$ cat config.mk
export PLATFORM = sky130hd
export DESIGN_NAME = multicycle_ctrl
export DESIGN_NICKNAME = d
export VERILOG_FILES = /design/src/rtl/ctrl_pkg.sv /design/src/rtl/imm_ext.sv /design/src/rtl/multicycle_ctrl.sv
export SDC_FILE = /design/constraint.sdc
export NUM_CORES = 1
export LEC_CHECK = 0
export CAP_MARGIN = 20
export CORE_AREA = 2 2 122 124
export CTS_CLUSTER_DIAMETER = 40
export CTS_CLUSTER_SIZE = 24
export DETAILED_ROUTE_END_ITERATION = 16
export DIE_AREA = 0 0 124 126
export PLACE_DENSITY = 0.72
export SLEW_MARGIN = 20
export SYNTH_ARGS = -nofsm -noshare
export SYNTH_HDL_FRONTEND = slang
export SYNTH_SLANG_ARGS = --single-unit
$ cat constraint.sdc
create_clock -name clk -period 3.62 [get_ports clk]
set_input_delay 0.905 -clock clk [delete_from_list [all_inputs] [get_ports clk]]
set_output_delay 0.905 -clock clk [all_outputs]
set_load 0.005 [all_outputs]
$ cat src/rtl/ctrl_pkg.sv
// Shared types and encodings for the multi-cycle controller.
//   state_e   : controller FSM states
//   imm_sel_e : immediate format selector for imm_ext
//   OP_* / F3_* : opcode and funct3 values of the supported instructions
package ctrl_pkg;

  typedef enum logic [1:0] {
    S_IDLE  = 2'd0,
    S_FETCH = 2'd1,
    S_EXEC  = 2'd2,
    S_HALT  = 2'd3
  } state_e;

  typedef enum logic {
    IMM_I = 1'b0,
    IMM_B = 1'b1
  } imm_sel_e;

  localparam logic [6:0] OP_IMM    = 7'b0010011;
  localparam logic [6:0] OP_BRANCH = 7'b1100011;
  localparam logic [2:0] F3_ADDI   = 3'b000;
  localparam logic [2:0] F3_BNE    = 3'b001;

endpackage

$ cat src/rtl/imm_ext.sv
// Immediate extraction and sign extension for the I and B formats.
// Ports:
//   instr : instruction word
//   sel   : IMM_I or IMM_B
//   imm   : sign-extended 32-bit immediate
module imm_ext
  import ctrl_pkg::*;
(
  input  logic [31:0] instr,
  input  imm_sel_e    sel,
  output logic [31:0] imm
);

  always_comb begin
    // NOTE: default assignment first so no path leaves imm unassigned (no latch).
    imm = '0;
    case (sel)
      IMM_I:   imm = {{20{instr[31]}}, instr[31:20]};
      IMM_B:   imm = {{19{instr[31]}}, instr[31], instr[7], instr[30:25],
                      instr[11:8], 1'b0};
      default: imm = '0;
    endcase
  end

endmodule

$ cat src/rtl/multicycle_ctrl.sv
// Multi-cycle controller for the reduced RISC-V datapath (addi / bne).
// Fetches over a req/ack instruction port, executes each instruction in a
// single EXEC cycle and halts permanently on anything it cannot run.
// Ports:
//   clk, rst                  : clock, synchronous active-high reset
//   run                       : permits the next fetch
//   imem_req/addr/ack/rdata   : instruction-memory handshake
//   AD1, AD2, AD3, WE3        : register-file addresses and write enable
//   ALUSrc, ALUAdd, ImmOp     : ALU operand select, add/sub, immediate
//   EQ                        : ALU equality flag (used by bne)
//   pc, halted, instr_retired : program counter, sticky halt, retire pulse
module multicycle_ctrl
  import ctrl_pkg::*;
#(
  parameter logic [31:0] RESET_PC = 32'h0000_0000
) (
  input  logic        clk,
  input  logic        rst,
  input  logic        run,
  output logic        imem_req,
  output logic [31:0] imem_addr,
  input  logic        imem_ack,
  input  logic [31:0] imem_rdata,
  output logic [4:0]  AD1,
  output logic [4:0]  AD2,
  output logic [4:0]  AD3,
  output logic        WE3,
  output logic        ALUSrc,
  output logic        ALUAdd,
  output logic [31:0] ImmOp,
  input  logic        EQ,
  output logic [31:0] pc,
  output logic        halted,
  output logic        instr_retired
);

  state_e      state;
  logic [31:0] ir;

  logic [6:0]  opcode;
  logic [2:0]  funct3;
  logic [4:0]  rs1, rs2, rd;
  logic        is_addi, is_bne, legal;
  logic        in_exec, taken, misaligned, commit;
  logic [31:0] ext_imm, br_target, seq_pc;
  imm_sel_e    imm_sel;

  assign opcode  = ir[6:0];
  assign funct3  = ir[14:12];
  assign rd      = ir[11:7];
  assign rs1     = ir[19:15];
  assign rs2     = ir[24:20];

  assign is_addi = (opcode == OP_IMM)    && (funct3 == F3_ADDI);
  assign is_bne  = (opcode == OP_BRANCH) && (funct3 == F3_BNE);
  assign legal   = is_addi || is_bne;
  assign imm_sel = is_bne ? IMM_B : IMM_I;

  imm_ext u_imm_ext (
    .instr (ir),
    .sel   (imm_sel),
    .imm   (ext_imm)
  );

  assign in_exec    = (state == S_EXEC);
  assign seq_pc     = pc + 32'd4;
  assign br_target  = pc + ext_imm;
  assign taken      = is_bne && !EQ;
  // B-immediates are always even, so only bit 1 can misalign the target.
  assign misaligned = taken && br_target[1];
  assign commit     = in_exec && legal && !misaligned;

  assign imem_req      = (state == S_FETCH);
  assign imem_addr     = pc;
  assign instr_retired = commit;

  // Datapath controls: decoded from state and IR only; all zero outside a
  // legal EXEC so illegal encodings never reach the register file.
  always_comb begin
    AD1    = '0;
    AD2    = '0;
    AD3    = '0;
    WE3    = 1'b0;
    ALUSrc = 1'b0;
    ALUAdd = 1'b0;
    ImmOp  = '0;
    if (in_exec && legal) begin
      AD1   = rs1;
      ImmOp = ext_imm;
      if (is_addi) begin
        AD3    = rd;
        ALUSrc = 1'b1;
        ALUAdd = 1'b1;
        WE3    = (rd != 5'd0);
      end else begin
        AD2 = rs2;
      end
    end
  end

  always_ff @(posedge clk) begin
    // NOTE: sequential state uses non-blocking assignments only.
    if (rst) begin
      state  <= S_IDLE;
      pc     <= RESET_PC;
      ir     <= '0;
      halted <= 1'b0;
    end else begin
      case (state)
        S_IDLE: if (run) state <= S_FETCH;
        S_FETCH: begin
          if (imem_ack) begin
            ir    <= imem_rdata;
            state <= S_EXEC;
          end
        end
        S_EXEC: begin
          if (commit) begin
            pc    <= taken ? br_target : seq_pc;
            state <= run ? S_FETCH : S_IDLE;
          end else begin
            state  <= S_HALT;
            halted <= 1'b1;
          end
        end
        S_HALT:  state <= S_HALT;
        default: state <= S_HALT;
      endcase
    end
  end

endmodule

Word level (Yosys, flattened, before mapping)

Index checks and enable logic that the tools add are counted.

Register bits after elaboration: 67
Bits in latches: 0
RAM bits: 0
ROM bits: 0
Input bits: 37
Logic and storage cells: 50
Memories kept: 0

Add/subtract/negate cells: 2
$mul: 0
Divide/modulo/power cells: 0
Magnitude comparators: 0
Equal/unequal tests: 8
Shift operators: 0
Mux-type cells: 18
Bitwise gates (word level): 2
Reduce and logical (&&, ||, !) cells: 16

Operators by type and width:

| kind                                          | count |
|---|---|
| two-way mux 32 bit                            | 2 |
| one-hot mux 32 bit (2 select lines)           | 1 |
| adder 32 x 3 -> 32 bit, second input constant | 1 |
| adder 32 bit                                  | 1 |
| two-way mux 5 bit                             | 5 |
| one-hot mux 2 bit (4 select lines)            | 1 |
| AND reduction 2 bit                           | 4 |
| == test 7 x 5 -> 1 bit, second input constant | 1 |
| == test 7 bit, second input constant          | 1 |
| logical AND 1 bit                             | 6 |
| two-way mux 1 bit                             | 6 |
| two-way mux 2 bit                             | 3 |
| nonzero test 5 bit                            | 1 |
| == test 2 bit, second input constant          | 2 |
| == test 3 x 1 -> 1 bit, second input constant | 1 |
| logical NOT 3 bit                             | 1 |
| == test 2 x 1 -> 1 bit, second input constant | 1 |
| logical NOT 1 bit                             | 2 |
| logical NOT 2 bit                             | 1 |
| != test 2 x 1 -> 1 bit, second input constant | 1 |
| != test 2 bit, second input constant          | 1 |
| NOT 1 bit                                     | 2 |
| logical OR 1 bit                              | 1 |

Longest topological paths before layout

Depth after elaboration: 11
Mapped depth: 14
Gate-level depth less buffers: 13

By module

From an unflattened synthesis, not the netlist that was laid out.

Cell total of the unflattened synthesis: 800
Area total of the unflattened synthesis: 5,886.9 um^2

By module, submodules not included:

| module          | instances | cells an instance | area each (um^2) |
|---|---|---|---|
| multicycle_ctrl | 1         | 768               | 5,626.6 |
| imm_ext         | 1         | 32                | 260.2 |

Worst setup path after synthesis

No wires, ideal clock.

Kind: register -> output
From: register ir[2]
To: output port instr_retired
Arrival: 2.358 ns
Required time: 2.715 ns
Slack: 0.357 ns
Stages on the path, launching flop included: 11
Path buffers: 2
Cell sequence: dfxtp_1 -> nor4_1 -> and2_1 -> buf_2 -> nand2_1 -> and2_1 -> ha_1 -> fa_1 -> a21o_1 -> inv_1 -> clkbuf_1

Word-level cells in the longest chain between the ends: 9

Ends and longest elaborated chain:

| element                             | line                   | RTL |
|---|---|---|
| start: declaration                  | multicycle_ctrl.sv:38  | `logic [31:0] ir;` |
| start signal: assignment            | multicycle_ctrl.sv:113 | `ir <= imem_rdata;` |
| == test 7 bit                       | multicycle_ctrl.sv:55  | `assign is_bne = (opcode == OP_BRANCH) && (funct3 == F3_BNE);` |
| logical AND 1 bit                   | multicycle_ctrl.sv:55  |  |
| two-way mux 1 bit                   | multicycle_ctrl.sv:57  | `assign imm_sel = is_bne ? IMM_B : IMM_I;` |
| NOT 1 bit                           | imm_ext.sv:17          | `case (sel)` |
| one-hot mux 32 bit (2 select lines) | imm_ext.sv:17          |  |
| adder 32 bit                        | multicycle_ctrl.sv:67  | `assign br_target = pc + ext_imm;` |
| logical AND 1 bit                   | multicycle_ctrl.sv:70  | `assign misaligned = taken && br_target[1];` |
| logical NOT 1 bit                   | multicycle_ctrl.sv:71  | `assign commit = in_exec && legal && !misaligned;` |
| logical AND 1 bit (*)               | multicycle_ctrl.sv:71  |  |
| end: declaration                    | multicycle_ctrl.sv:34  | `output logic instr_retired` |

Mark *: on every way between the ends. The rest lies on a longest branch, timed or not. The select of a mux whose other input is x is not followed.

Final worst setup path

Ends and elaborated chain as after synthesis.

==> key figures <==
Critical path
  – Worst R2R Path Depth: 12
  – Reg2reg start: ir[2]
  – CP max stage delay: roughly 0.50 ns
  – Worst Path Required: ~2.7 ns
  – Largest delay share family, worst path: simple AND/OR/NAND/NOR gates
  – Crit end category: output port
  – CP startpoint kind: flip-flop
  – R2R setup slack: ~0.19 ns
  – CP Data Arrival Time: 2.69 ns
  – CP most frequent cell: and2_4
  – CP max-delay cell: fa_1
  – CP Cell Sequence: nor4_4, and2_4, nand2_2, and2_4, ha_2, fa_1, a21o_1, inv_2, dlygate4sd2_1
  – Critical Path Start: ir[2]
  – Crit path max fanout: 4
  – WS Path Type: reg2out
  – CP bufs+invs: 2
  – Levels on crit path: 9

Finish
  – Core Util, Final: around 52%
  – Share of layout cells above drive strength 1: 9.23%
  – Fin area: 7480 um^2
  – Area growth from synthesis to layout: 32.6%
  – # fillers: between 1,000 and 1,500
  – Antenna diodes: 0
  – Final-stage net count: between 900 and 1,000

Clock network
  – Skew-Pair Late Insertion Delay: between 0.3 and 0.4 ns
  – H-tree levels: 3
  – CTS Buf Count: 9
  – Clk buf depth: 2
  – Root Driver: clkbuf_16
  – Hold buffers post-CTS: 0
  – CTS Sinks: 67
  – CTS tree: yes
  – Clock-pin slew on the worst setup and hold paths: ~0.060 ns

Power and ir drop
  – Worst VDD drop: 0.000219 V
  – Power Density: ~250 nW/um^2
  – Total power: 1.90 mW
  – Static leakage: around 2.8 nW

Yosys
  – Synth top cells by count: nand2_1, a21oi_1, dfxtp_1, buf_4, nor2_1
  – Synth Area in Adders: approximately 7.7%
  – Top_reg_cell synth: dfxtp_1
  – Ranking of synthesized cells by area: dfxtp_1, a21oi_1, nand2_1
  – Post-Synth Simple-Gate Area: roughly 27%
  – Synth area leader: dfxtp_1
  – Main combinational cell family by area after synthesis: simple AND/OR/NAND/NOR gates
  – Area fraction in compound gates after synthesis: 25.2%
  – Mux cell area share after synthesis: about 2.3%
  – Post-Syn Instances: 779
  – Synth Warn #: 0
  – Cell variety after synth: between 60 and 70
  – EDFF count, synth: 0
  – Seq/Total Area, Yosys: between 20% and 30%
  – Xor and xnor area share after synthesis: 2.79%
  – Share of flip-flops with an asynchronous set or reset: 0%
  – Top cell type's share of synthesized area: a little under a quarter
  – Post-synthesis cell area: roughly 5600 um^2
  – Yosys reg bits: 67
  – Top-count cell post-synth: nand2_1
  – Syn nets: 850
  – Avg Inst Size Synth: 7.25 um^2

Timing
  – Worst-Margin Slew: between 0.7 and 0.8 ns
  – Slew Limit Fails: 0
  – Setup violations, final: 0
  – Rel. slew slack: roughly 47%
  – RSZ-0062 raised after global routing: yes
  – Final hold violations: 0
  – Min Tclk post-route: 3.59 ns
  – Fmax: ~280 MHz
  – Clock skew: 0.00749 ns
  – Crit share post-route: a little under 100%

Detailed routing
  – 1st-iter DRT viols: ~500
  – Total Routed Length: ~19 mm
  – Drt first pass iters: 5
  – DR vias: 6,143
  – Post-route ant nets: 0
  – Via density: ~5.7
  – Detailed-route DRC error count: 0
  – Routed len/inst: between 15 and 20 um

Job
  – MaxCap Viol Count: 0

Global routing
  – Grt total ovfl: 0
  – Total track usage: 24.5%
  – Largest net degree at the start of global routing: 56
  – Number of global-route vias before repair: roughly 5,900
  – Initial antenna violation count: 0
  – First-pass GRT wire length: between 30 and 40 mm

Floorplanning
  – Core Area: 14,300 um^2
  – Die Height: 126 um
  – Die Wd: around 120 um
  – Area of the die: roughly 16,000 um^2
  – Initial core utilization: 39.4%
  – Site Rows: 44
  – IO Pins: around 150

Placed design
  – Placer Congestion: ~0.9
  – PortBufs: 153
  – Area after DPL: about 7000 um^2
  – Post-DP HPWL: approximately 13 mm

Worst hold path
  – Hold path depth: 2
  – Worst min-delay path class: reg2reg
  – HP Start: ir[15]

Run status
  – Status: completed
==> worst paths after layout <==
check / to
worst max-delay path: instr_retired
worst min-delay path: ir[15]
worst max register to register: imem_addr[30]
worst min register to register: ir[15]
==> state kept, by name (all words and copies together) (netlist names) <==
name and cells:
state 2, ir 32, halted 1, imem_addr 32
==> timing repair <==
item,4_1_cts,5_1_grt
setup endpoints to repair,21,44
gates cloned,0,1
buffers inserted,10,0
gates resized for setup,6,20
pin swaps,2,2
==> placed cells by master (no fill, tap or decap), types with 5 or more instances in the layout <==
cell type	instances
a21o_1	15
xnor2_1	11
o21ai_0	32
nand4_1	16
buf_4	28
nor4_1	6
or3_1	5
nand2_1	116
and2_1	30
o21a_1	6
a21oi_1	105
and3_1	6
dfxtp_1	66
inv_1	14
clkbuf_16	9
nor3_1	24
dlymetal6s2s_1	5
nand3_1	27
a31oi_1	10
xor2_1	7
clkdlybuf4s50_1	146
o211ai_1	7
mux2i_1	6
nor2_1	45
ha_1	32
mux2_2	6
a211oi_1	5
==> metrics by stage <==
stage / worst slack (ns) / std cells / TNS, ns / hold slack (ns)
after floorplan: 0.357 / 779 / 0 / 0.432
after global placement: 0.143 / 1045 / 0 / 0.438
after detailed placement: 0.0813 / 1045 / 0 / 0.442
after CTS: 0.0942 / 1071 / 0 / 0.450
after global routing: -0.0519 / 1072 / -0.655 / 0.478
final: 0.0264 / 1072 / 0 / 0.449
==> logic make-up after synthesis <==
group / after synthesis
AND/OR/NAND/NOR: 313
multiplexers: 12
flip-flops: 67
AO/OA/AOI/OAI: 230
adder cells (fa/ha/maj): 34
buffers and inverters: 105
XOR/XNOR: 18
==> worst min-delay path, stage by stage, from the launching register on <==
cell and delay, ns:
dfxtp_1 0.30, nand2_1 0.05, a21oi_1 0.05
==> layer usage <==
metal	vias to the layer above	wire length (um)	GRT usage, %	part of all wire (%)
met1	2822	7760	31.4	41
met4	0	435	9.58	2.3
met2	300	9120	39.3	48
met3	30	1700	6.20	9.0
li1	2991	-	-	-
met5	-	0	0	0
==> power breakdown <==
group | leakage (nW) | total (mW) | internal, mW | switching, mW
registers | 0.543 | 0.774 | 0.755 | 0.0183
clock network | 0.150 | 0.934 | 0.559 | 0.375
logic | 2.15 | 0.192 | 0.0965 | 0.0956
==> area by class of cell <==
cell class / count / area, um^2 / share of cell area (%)
multi-input combinational: 607 / 3760 / 50.3
timing repair buffer: 183 / 1780 / 23.8
sequential: 67 / 1340 / 17.9
clock buffer: 10 / 239 / 3.19
tap: 184 / 230 / 3.08
clock inverter: 6 / 72.6 / 0.970
inverter: 15 / 56.3 / 0.753
Note: power is estimated with default switching activity, not from simulation.
